## src/rtl/sp_pkg.sv

```systemverilog
// Shared definitions for the solar-panel scan tracker: state encoding, status
// width and the saturating position-step helper.
package sp_pkg;

    localparam int STAT_W = 3;

    typedef enum logic [STAT_W-1:0] {
        S_IDLE   = 3'd0,
        S_SEEK   = 3'd1,
        S_SETTLE = 3'd2,
        S_SAMPLE = 3'd3,
        S_STEP   = 3'd4,
        S_RETURN = 3'd5,
        S_DONE   = 3'd6
    } state_e;

    // Move a position one step up or down, clamped to [lo, hi].
    function automatic logic [31:0] sat_move(
        input logic [31:0] pos,
        input logic [31:0] step,
        input logic [31:0] lo,
        input logic [31:0] hi,
        input logic        up
    );
        logic [31:0] r;
        if (up) begin
            if (pos + step > hi) begin
                r = hi;
            end else begin
                r = pos + step;
            end
        end else begin
            if (pos < lo + step) begin
                r = lo;
            end else begin
                r = pos - step;
            end
        end
        return r;
    endfunction

endpackage

```

## src/rtl/sp_scan_tracker_if.sv

```systemverilog
// Button, sample and status bundle of the scan tracker; the tracker is the
// slave, whoever drives buttons and ADC samples is the master.
interface sp_scan_tracker_if
    import sp_pkg::*;
#(
    parameter int N_AXES = 2,
    parameter int ADC_W  = 12,
    parameter int POS_W  = 18
) ();
    logic [N_AXES-1:0]       BTN_INC;
    logic [N_AXES-1:0]       BTN_DEC;
    logic                    BTN_C;
    logic [ADC_W-1:0]        V_in;
    logic                    V_VALID;
    logic [N_AXES-1:0]       SERVO;
    logic [N_AXES*POS_W-1:0] servo_position;
    logic [ADC_W-1:0]        max_V_in;
    logic [STAT_W-1:0]       STAT;
    logic                    BUSY;

    modport master (
        output BTN_INC, BTN_DEC, BTN_C, V_in, V_VALID,
        input  SERVO, servo_position, max_V_in, STAT, BUSY
    );

    modport slave (
        input  BTN_INC, BTN_DEC, BTN_C, V_in, V_VALID,
        output SERVO, servo_position, max_V_in, STAT, BUSY
    );
endinterface

```

## src/rtl/sp_servo_pwm.sv

```systemverilog
// Servo PWM channel: fixed frame counter, pulse width sampled once per frame
// so a position change can only take effect at a frame boundary.
module sp_servo_pwm #(
    parameter int PWM_PERIOD = 2000000,
    parameter int POS_W      = 18
) (
    input  logic             CLK,
    input  logic             RST_N,
    input  logic [POS_W-1:0] pos_i,
    output logic             pwm_o
);
    localparam int             CNT_W    = (PWM_PERIOD > 1) ? $clog2(PWM_PERIOD) : 1;
    localparam logic [CNT_W-1:0] CNT_LAST = CNT_W'(PWM_PERIOD - 1);

    logic [CNT_W-1:0] cnt_q, cnt_d;
    logic [POS_W-1:0] width_q, width_d;
    logic             pwm_q, pwm_d;

    // Frame counter, width latch at count zero and registered pulse compare.
    always_comb begin
        cnt_d   = cnt_q;
        width_d = width_q;
        pwm_d   = 1'b0;
        if (cnt_q == CNT_LAST) begin
            cnt_d = '0;
        end else begin
            cnt_d = cnt_q + CNT_W'(1);
        end
        if (cnt_q == '0) begin
            width_d = pos_i;
        end else begin
            width_d = width_q;
        end
        pwm_d = (32'(cnt_q) < 32'(width_d));
    end

    // State registers with synchronous active-low reset.
    always_ff @(posedge CLK) begin
        if (!RST_N) begin
            cnt_q   <= '0;
            width_q <= '0;
            pwm_q   <= 1'b0;
        end else begin
            cnt_q   <= cnt_d;
            width_q <= width_d;
            pwm_q   <= pwm_d;
        end
    end

    assign pwm_o = pwm_q;

endmodule

```

## src/rtl/sp_scan_tracker.sv

```systemverilog
// Multi-axis servo tracker: manual jog in IDLE, or an automatic per-axis sweep
// that parks each axis at the position giving the highest panel voltage.
module sp_scan_tracker
    import sp_pkg::*;
#(
    parameter int N_AXES     = 2,
    parameter int ADC_W      = 12,
    parameter int POS_W      = 18,
    parameter int PWM_PERIOD = 2000000,
    parameter int POS_MIN    = 100000,
    parameter int POS_MAX    = 200000,
    parameter int POS_STEP   = 1000,
    parameter int SETTLE_CYC = 500000
) (
    input  logic          CLK,
    input  logic          RST_N,
    sp_scan_tracker_if.slave bus
);
    localparam int               CNT_W       = (SETTLE_CYC > 1) ? $clog2(SETTLE_CYC) : 1;
    localparam logic [CNT_W-1:0] SETTLE_LAST = CNT_W'(SETTLE_CYC - 1);
    localparam int               AX_W        = (N_AXES > 1) ? $clog2(N_AXES) : 1;
    localparam logic [AX_W-1:0]  AX_LAST     = AX_W'(N_AXES - 1);
    localparam logic [POS_W-1:0] POS_MIN_C   = POS_W'(POS_MIN);
    localparam logic [POS_W-1:0] POS_MAX_C   = POS_W'(POS_MAX);
    localparam logic [POS_W-1:0] POS_RST_C   = POS_W'((POS_MIN + POS_MAX) / 2);

    state_e            state_q, state_d;
    logic              busy_q;
    logic [CNT_W-1:0]  cnt_q, cnt_d;
    logic [AX_W-1:0]   a_q, a_d;
    logic [ADC_W-1:0]  best_q, best_d;
    logic [POS_W-1:0]  best_pos_q, best_pos_d;
    logic [POS_W-1:0]  pos_q [N_AXES];
    logic [POS_W-1:0]  pos_d [N_AXES];

    logic [N_AXES-1:0] inc_q, dec_q;
    logic              c_q;
    logic [N_AXES-1:0] inc_edge_s, dec_edge_s;
    logic              c_edge_s;

    assign inc_edge_s = bus.BTN_INC & ~inc_q;
    assign dec_edge_s = bus.BTN_DEC & ~dec_q;
    assign c_edge_s   = bus.BTN_C & ~c_q;

    // Next-state and datapath updates; a scan-button edge outside IDLE aborts
    // and freezes positions and best value.
    always_comb begin
        state_d    = state_q;
        cnt_d      = cnt_q;
        a_d        = a_q;
        best_d     = best_q;
        best_pos_d = best_pos_q;
        pos_d      = pos_q;
        if (c_edge_s && (state_q != S_IDLE)) begin
            state_d = S_IDLE;
        end else begin
            case (state_q)
                S_IDLE: begin
                    for (int k = 0; k < N_AXES; k++) begin
                        if (inc_edge_s[k] && !dec_edge_s[k]) begin
                            pos_d[k] = POS_W'(sat_move(32'(pos_q[k]), 32'(POS_STEP),
                                                       32'(POS_MIN), 32'(POS_MAX), 1'b1));
                        end else if (dec_edge_s[k] && !inc_edge_s[k]) begin
                            pos_d[k] = POS_W'(sat_move(32'(pos_q[k]), 32'(POS_STEP),
                                                       32'(POS_MIN), 32'(POS_MAX), 1'b0));
                        end else begin
                            pos_d[k] = pos_q[k];
                        end
                    end
                    if (c_edge_s) begin
                        best_d  = '0;
                        a_d     = '0;
                        state_d = S_SEEK;
                    end else begin
                        state_d = S_IDLE;
                    end
                end
                S_SEEK: begin
                    pos_d[a_q] = POS_MIN_C;
                    best_pos_d = POS_MIN_C;
                    cnt_d      = '0;
                    state_d    = S_SETTLE;
                end
                S_SETTLE: begin
                    if (cnt_q == SETTLE_LAST) begin
                        state_d = S_SAMPLE;
                    end else begin
                        cnt_d = cnt_q + CNT_W'(1);
                    end
                end
                S_SAMPLE: begin
                    if (bus.V_VALID) begin
                        // Strict compare: on a tie the earlier position wins.
                        if (bus.V_in > best_q) begin
                            best_d     = bus.V_in;
                            best_pos_d = pos_q[a_q];
                        end else begin
                            best_d = best_q;
                        end
                        state_d = S_STEP;
                    end else begin
                        state_d = S_SAMPLE;
                    end
                end
                S_STEP: begin
                    if (pos_q[a_q] == POS_MAX_C) begin
                        state_d = S_RETURN;
                    end else begin
                        pos_d[a_q] = POS_W'(sat_move(32'(pos_q[a_q]), 32'(POS_STEP),
                                                     32'(POS_MIN), 32'(POS_MAX), 1'b1));
                        cnt_d      = '0;
                        state_d    = S_SETTLE;
                    end
                end
                S_RETURN: begin
                    pos_d[a_q] = best_pos_q;
                    if (a_q < AX_LAST) begin
                        a_d     = a_q + AX_W'(1);
                        best_d  = '0;
                        state_d = S_SEEK;
                    end else begin
                        state_d = S_DONE;
                    end
                end
                S_DONE: begin
                    state_d = S_IDLE;
                end
                default: begin
                    state_d = S_IDLE;
                end
            endcase
        end
    end

    // State, datapath and button-history registers.
    always_ff @(posedge CLK) begin
        if (!RST_N) begin
            state_q    <= S_IDLE;
            busy_q     <= 1'b0;
            cnt_q      <= '0;
            a_q        <= '0;
            best_q     <= '0;
            best_pos_q <= '0;
            inc_q      <= '0;
            dec_q      <= '0;
            c_q        <= 1'b0;
            for (int k = 0; k < N_AXES; k++) begin
                pos_q[k] <= POS_RST_C;
            end
        end else begin
            state_q    <= state_d;
            busy_q     <= (state_d != S_IDLE);
            cnt_q      <= cnt_d;
            a_q        <= a_d;
            best_q     <= best_d;
            best_pos_q <= best_pos_d;
            inc_q      <= bus.BTN_INC;
            dec_q      <= bus.BTN_DEC;
            c_q        <= bus.BTN_C;
            for (int k = 0; k < N_AXES; k++) begin
                pos_q[k] <= pos_d[k];
            end
        end
    end

    assign bus.STAT     = state_q;
    assign bus.BUSY     = busy_q;
    assign bus.max_V_in = best_q;

    for (genvar k = 0; k < N_AXES; k++) begin : g_axis
        assign bus.servo_position[k*POS_W +: POS_W] = pos_q[k];

        sp_servo_pwm #(
            .PWM_PERIOD (PWM_PERIOD),
            .POS_W      (POS_W)
        ) u_pwm (
            .CLK   (CLK),
            .RST_N (RST_N),
            .pos_i (pos_q[k]),
            .pwm_o (bus.SERVO[k])
        );
    end

endmodule

```

## src/flat_wrapper.sv

```systemverilog
// flat-port wrapper written by rule: the top's interface ports become plain ports
module sp_scan_tracker_flat import sp_pkg::*;
#(
    parameter int N_AXES     = 2,
    parameter int ADC_W      = 12,
    parameter int POS_W      = 18,
    parameter int PWM_PERIOD = 2000000,
    parameter int POS_MIN    = 100000,
    parameter int POS_MAX    = 200000,
    parameter int POS_STEP   = 1000,
    parameter int SETTLE_CYC = 500000
)
  (CLK, RST_N, bus_BTN_INC, bus_BTN_DEC, bus_BTN_C, bus_V_in, bus_V_VALID, bus_SERVO, bus_servo_position, bus_max_V_in, bus_STAT, bus_BUSY);
  sp_scan_tracker_if #(.N_AXES(N_AXES), .ADC_W(ADC_W), .POS_W(POS_W)) bus_i ();
  input  logic CLK;
  input  logic RST_N;
  input wire logic [$bits(bus_i.BTN_INC)-1:0] bus_BTN_INC;
  input wire logic [$bits(bus_i.BTN_DEC)-1:0] bus_BTN_DEC;
  input wire logic [$bits(bus_i.BTN_C)-1:0] bus_BTN_C;
  input wire logic [$bits(bus_i.V_in)-1:0] bus_V_in;
  input wire logic [$bits(bus_i.V_VALID)-1:0] bus_V_VALID;
  output wire logic [$bits(bus_i.SERVO)-1:0] bus_SERVO;
  output wire logic [$bits(bus_i.servo_position)-1:0] bus_servo_position;
  output wire logic [$bits(bus_i.max_V_in)-1:0] bus_max_V_in;
  output wire logic [$bits(bus_i.STAT)-1:0] bus_STAT;
  output wire logic [$bits(bus_i.BUSY)-1:0] bus_BUSY;
  assign bus_i.BTN_INC = bus_BTN_INC;
  assign bus_i.BTN_DEC = bus_BTN_DEC;
  assign bus_i.BTN_C = bus_BTN_C;
  assign bus_i.V_in = bus_V_in;
  assign bus_i.V_VALID = bus_V_VALID;
  assign bus_SERVO = bus_i.SERVO;
  assign bus_servo_position = bus_i.servo_position;
  assign bus_max_V_in = bus_i.max_V_in;
  assign bus_STAT = bus_i.STAT;
  assign bus_BUSY = bus_i.BUSY;
  sp_scan_tracker #(.N_AXES(N_AXES), .ADC_W(ADC_W), .POS_W(POS_W), .PWM_PERIOD(PWM_PERIOD), .POS_MIN(POS_MIN), .POS_MAX(POS_MAX), .POS_STEP(POS_STEP), .SETTLE_CYC(SETTLE_CYC)) u_core (.CLK(CLK), .RST_N(RST_N), .bus(bus_i));
endmodule
```

## config.mk

```make
export PLATFORM = sky130hd
export DESIGN_NAME = sp_scan_tracker_flat
export DESIGN_NICKNAME = d
export VERILOG_FILES = /design/src/rtl/sp_pkg.sv /design/src/rtl/sp_scan_tracker_if.sv /design/src/rtl/sp_servo_pwm.sv /design/src/rtl/sp_scan_tracker.sv /design/src/flat_wrapper.sv
export SDC_FILE = /design/constraint.sdc
export NUM_CORES = 1
export LEC_CHECK = 0
export ABC_AREA = 1
export CAP_MARGIN = 5
export CORE_MARGIN = 1
export CORE_UTILIZATION = 35
export CTS_BUF_LIST = sky130_fd_sc_hd__clkbuf_4
export CTS_CLUSTER_DIAMETER = 120
export DETAILED_ROUTE_END_ITERATION = 10
export PLACE_DENSITY = 0.58
export SYNTH_ARGS = -nofsm -noshare
export SYNTH_HDL_FRONTEND = slang
export SYNTH_SLANG_ARGS = --single-unit
export TNS_END_PERCENT = 1
```

## constraint.sdc

```tcl
create_clock -name CLK -period 4.28 [get_ports CLK]
set_clock_uncertainty 0.1 [all_clocks]
set_input_delay 0.856 -clock CLK [delete_from_list [all_inputs] [get_ports CLK]]
set_output_delay 0.856 -clock CLK [all_outputs]
set_load 0.01 [all_outputs]
```

==> metrics <==
outcome finished clean; power per cell area roughly 360 nW/um^2; IO Pins 74; WL per Instance 17.1 um; RSZ-0062 raised after global routing no; Synth Area per Inst 6.38 sq um; Async SR Flop Fraction 0%; switch share 44.7%; crit share post-route 80.0%; remaining global-route overflow 0; Setup crit start kind register; Clk network pwr share 19.9%; clock tree sinks 175; crit path kind reg -> reg; hold buffer count at cts 0; Rel. slew slack 36.3%; Die Width 191 um; number of remaining DRC errors 0; actual slew at the worst max-slew pin 0.944 ns; Slowest-stage cell, CP dfxtp_2; setup TNS 0 ns; postcts setup bufs 0; Comb power frac 39.9%; peak supply drop 0.000194 V; GRT Util Overall 23.4%; largest net degree at the start of global routing 39; first-pass GRT wire length roughly 66 mm; # setup viols final 0; Root Buffer clkbuf_4; setup ws final 0.858 ns; Syn-to-layout area delta 11.6%; Crit Path Max Fanout 31; Setup crit end kind register; port bufs 73; met1 Track Usage GR 31.0%; post-synthesis net count 2031; Yosys cell types 56; Detailed Routing Iterations Pass 1 6; vias per cell 5.27; count of final hold-check violations 0; vias in the first global route 11900; mapped cell area 12500 sq um; Num CTS Buffers 17; clock-pin slew on the worst setup and hold paths 0.18 ns; max-cap violation count 0; CTS tree done; number of flops mapped to enable cells by yosys 0; GR peak layer met2; Final Slew Violations 0; Most used DFF post-synth dfxtp_1; Flop pwr share 40.2%; Syn. warnings 0; grt met2 use 37.6%; Starting Density 35.8%; CP most frequent cell nand2_1; Req. time, crit path 4.74 ns; Synth Instances 1952; worst hold path type reg -> reg; num rows 68; Max Clock Freq 292 MHz; share of layout cells above drive strength 1 between 7 and 8%; Placement Setup Slack between 0.7 and 0.8 ns; CP arrival 3.88 ns; H-tree lvl count 4; Core ar. 34800 sq um; area of the die 36400 sq um; antenna viol nets, final 0; initial antenna violation count 2; CTS max path bufs 2; DP HPWL 32.1 mm; Leakage 0.00580 uW; Psw between 2000 and 2500 uW; RePlAce Congestion 1.01; GR Util met3 under 10%; crit path time final 3.42 ns; Clock Latency Late Sink 0.67 ns; synthesis-stage register bit count 175; final net count 2070; Pint 2750 uW; DIE HEIGHT 191 um; Vias 13000; CP Cell Sequence buf_4 -> nand2_1 -> nand2_1 -> ha_1 -> inv_1 -> nand3_2 -> inv_2 -> nand2_1 -> nand2_1 -> nor2_1 -> nand2_1 -> nand2_1 -> nand2_1 -> nor2_1 -> nand2_1 -> nand2_4 -> nand3_1 -> nand2_1 -> nand2_1 -> nand2_1 -> nand2_1 -> a21oi_1; register area share after synthesis roughly 28%; slowest stage delay, CP 0.50 ns; final WL 42.0 mm; Iter 0 DRT Violations approximately 920; post-CTS resize count 0
==> layout by cell type (no fill, tap or decap), drive strengths merged, types with 6 or more instances in the layout <==
cell,count
nand2,497
nor2,243
inv,216
dfxtp,175
a21oi,160
nand3,135
o21ai,89
clkdlybuf4s50,73
ha,59
nor3,52
nand4,50
xor2,41
buf,32
mux2i,19
o211ai,17
clkbuf,17
a31oi,16
nor4,15
a211oi,15
clkinv,13
nor3b,10
or2,9
nand3b,8
o31ai,6
xnor2,6
==> path summary, 6_finish.rpt <==
check                                                                start                                    endpoint  slack, ns  cells past startpoint
worst max register to register                     u_core.a_q$_SDFFE_PN0P_  u_core.bus.servo_position[13]$_SDFFE_PN0P_       0.86                     22
worst min-delay path            u_core.g_axis[0].u_pwm.cnt_q[0]$_SDFF_PP0_  u_core.g_axis[0].u_pwm.cnt_q[0]$_SDFF_PP0_       0.38                      1
worst max-delay path                               u_core.a_q$_SDFFE_PN0P_  u_core.bus.servo_position[13]$_SDFFE_PN0P_       0.86                     22
worst min register to register  u_core.g_axis[0].u_pwm.cnt_q[0]$_SDFF_PP0_  u_core.g_axis[0].u_pwm.cnt_q[0]$_SDFF_PP0_       0.38                      1
==> stage by stage <==
step / total power (uW) / hold slack [ns] / area (sq um) / std cells / util, %
finish: 4970 / 0.379 / 13900 / 2461 / 40.0
detailed placement: 3990 / 0.352 / 13600 / 2427 / 39.1
global placement: 3980 / 0.343 / 13600 / 2427 / 39.1
floorplan: 3300 / 0.327 / 12500 / 1952 / -
global route: 5310 / 0.397 / 13900 / 2461 / 40.0
CTS: 5000 / 0.382 / 13900 / 2459 / 40.0
==> flip-flops by register name (all words and copies together) (netlist names) <==
name	count
u_core.g_axis.u_pwm.cnt_q	42
u_core.bus.servo_position	36
u_core.g_axis.u_pwm.width_q	36
u_core.cnt_q	19
u_core.best_pos_q	18
u_core.bus.max_V_in	12
u_core.bus.STAT	3
u_core.dec_q	2
u_core.g_axis.u_pwm.pwm_o	2
u_core.inc_q	2
u_core.a_q	1
u_core.bus.BUSY	1
u_core.c_q	1
==> cell type report <==
cell class              count  area [sq um]
diodes                      2          5.00
clock buffers              17           128
clock inverters            15           170
fillers                  3735         20900
inverters                 215           811
multi-input cells        1477          7750
flip-flops and latches    175          3500
well taps                 455           569
repair buffers            105           971
==> Yosys cell counts, drive strengths merged, types with 4 or more instances <==
master	n	area, sq um
nand2	497	1940
nor2	243	952
inv	211	795
dfxtp	175	3500
a21oi	160	812
nand3	135	723
o21ai	89	468
ha	59	738
nor3	52	270
nand4	50	319
clkbuf	48	180
xor2	41	367
buf	37	234
mux2i	19	190
o211ai	17	128
a31oi	16	100
a211oi	15	113
nor4	15	93.8
nor3b	10	75.1
or2	9	56.3
nand3b	8	60.1
o31ai	6	45.0
xnor2	6	52.6
o21a	5	38.8
a22oi	4	30.0
clkinv	4	15.0
==> layer usage <==
layer / wire length [um] / vias to the layer above
met3: 2570 / 64
met1: 18900 / 5971
li1: - / 6541
met2: 19300 / 382
met5: 0 / -
met4: 1250 / 0
==> power by group through the flow <==
stage / clock network, uW / logic, uW / registers (uW)
after floorplan: 0 / 1380 / 1930
after global placement: 0 / 1960 / 2020
after detailed placement: 0 / 1970 / 2020
after CTS: 1030 / 1980 / 1990
after global routing: 1090 / 2210 / 2010
final: 989 / 1980 / 2000
==> cells by family (layout without fill, tap and decap cells) <==
family                   count (synthesis)  count (layout)  synth area share, %
other                                    0               2                    0
multiplexers                            19              19                 1.53
XOR/XNOR                                47              47                 3.36
adder cells (fa/ha/maj)                 59              59                 5.92
flip-flops                             175             175                 28.1
AND/OR/NAND/NOR                       1022            1022                 36.2
AO/OA/AOI/OAI                          330             330                 15.1
buffers and inverters                  300             352                 9.82
==> critical path: cells and delay by family (launching register included) <==
kind                     cells  cell delay [ns]
flip-flops                   1             0.50
AO/OA/AOI/OAI                1             0.11
AND/OR/NAND/NOR             17             1.88
buffers and inverters        3             0.53
adder cells (fa/ha/maj)      1             0.20
(Power assumes the default switching activity.)
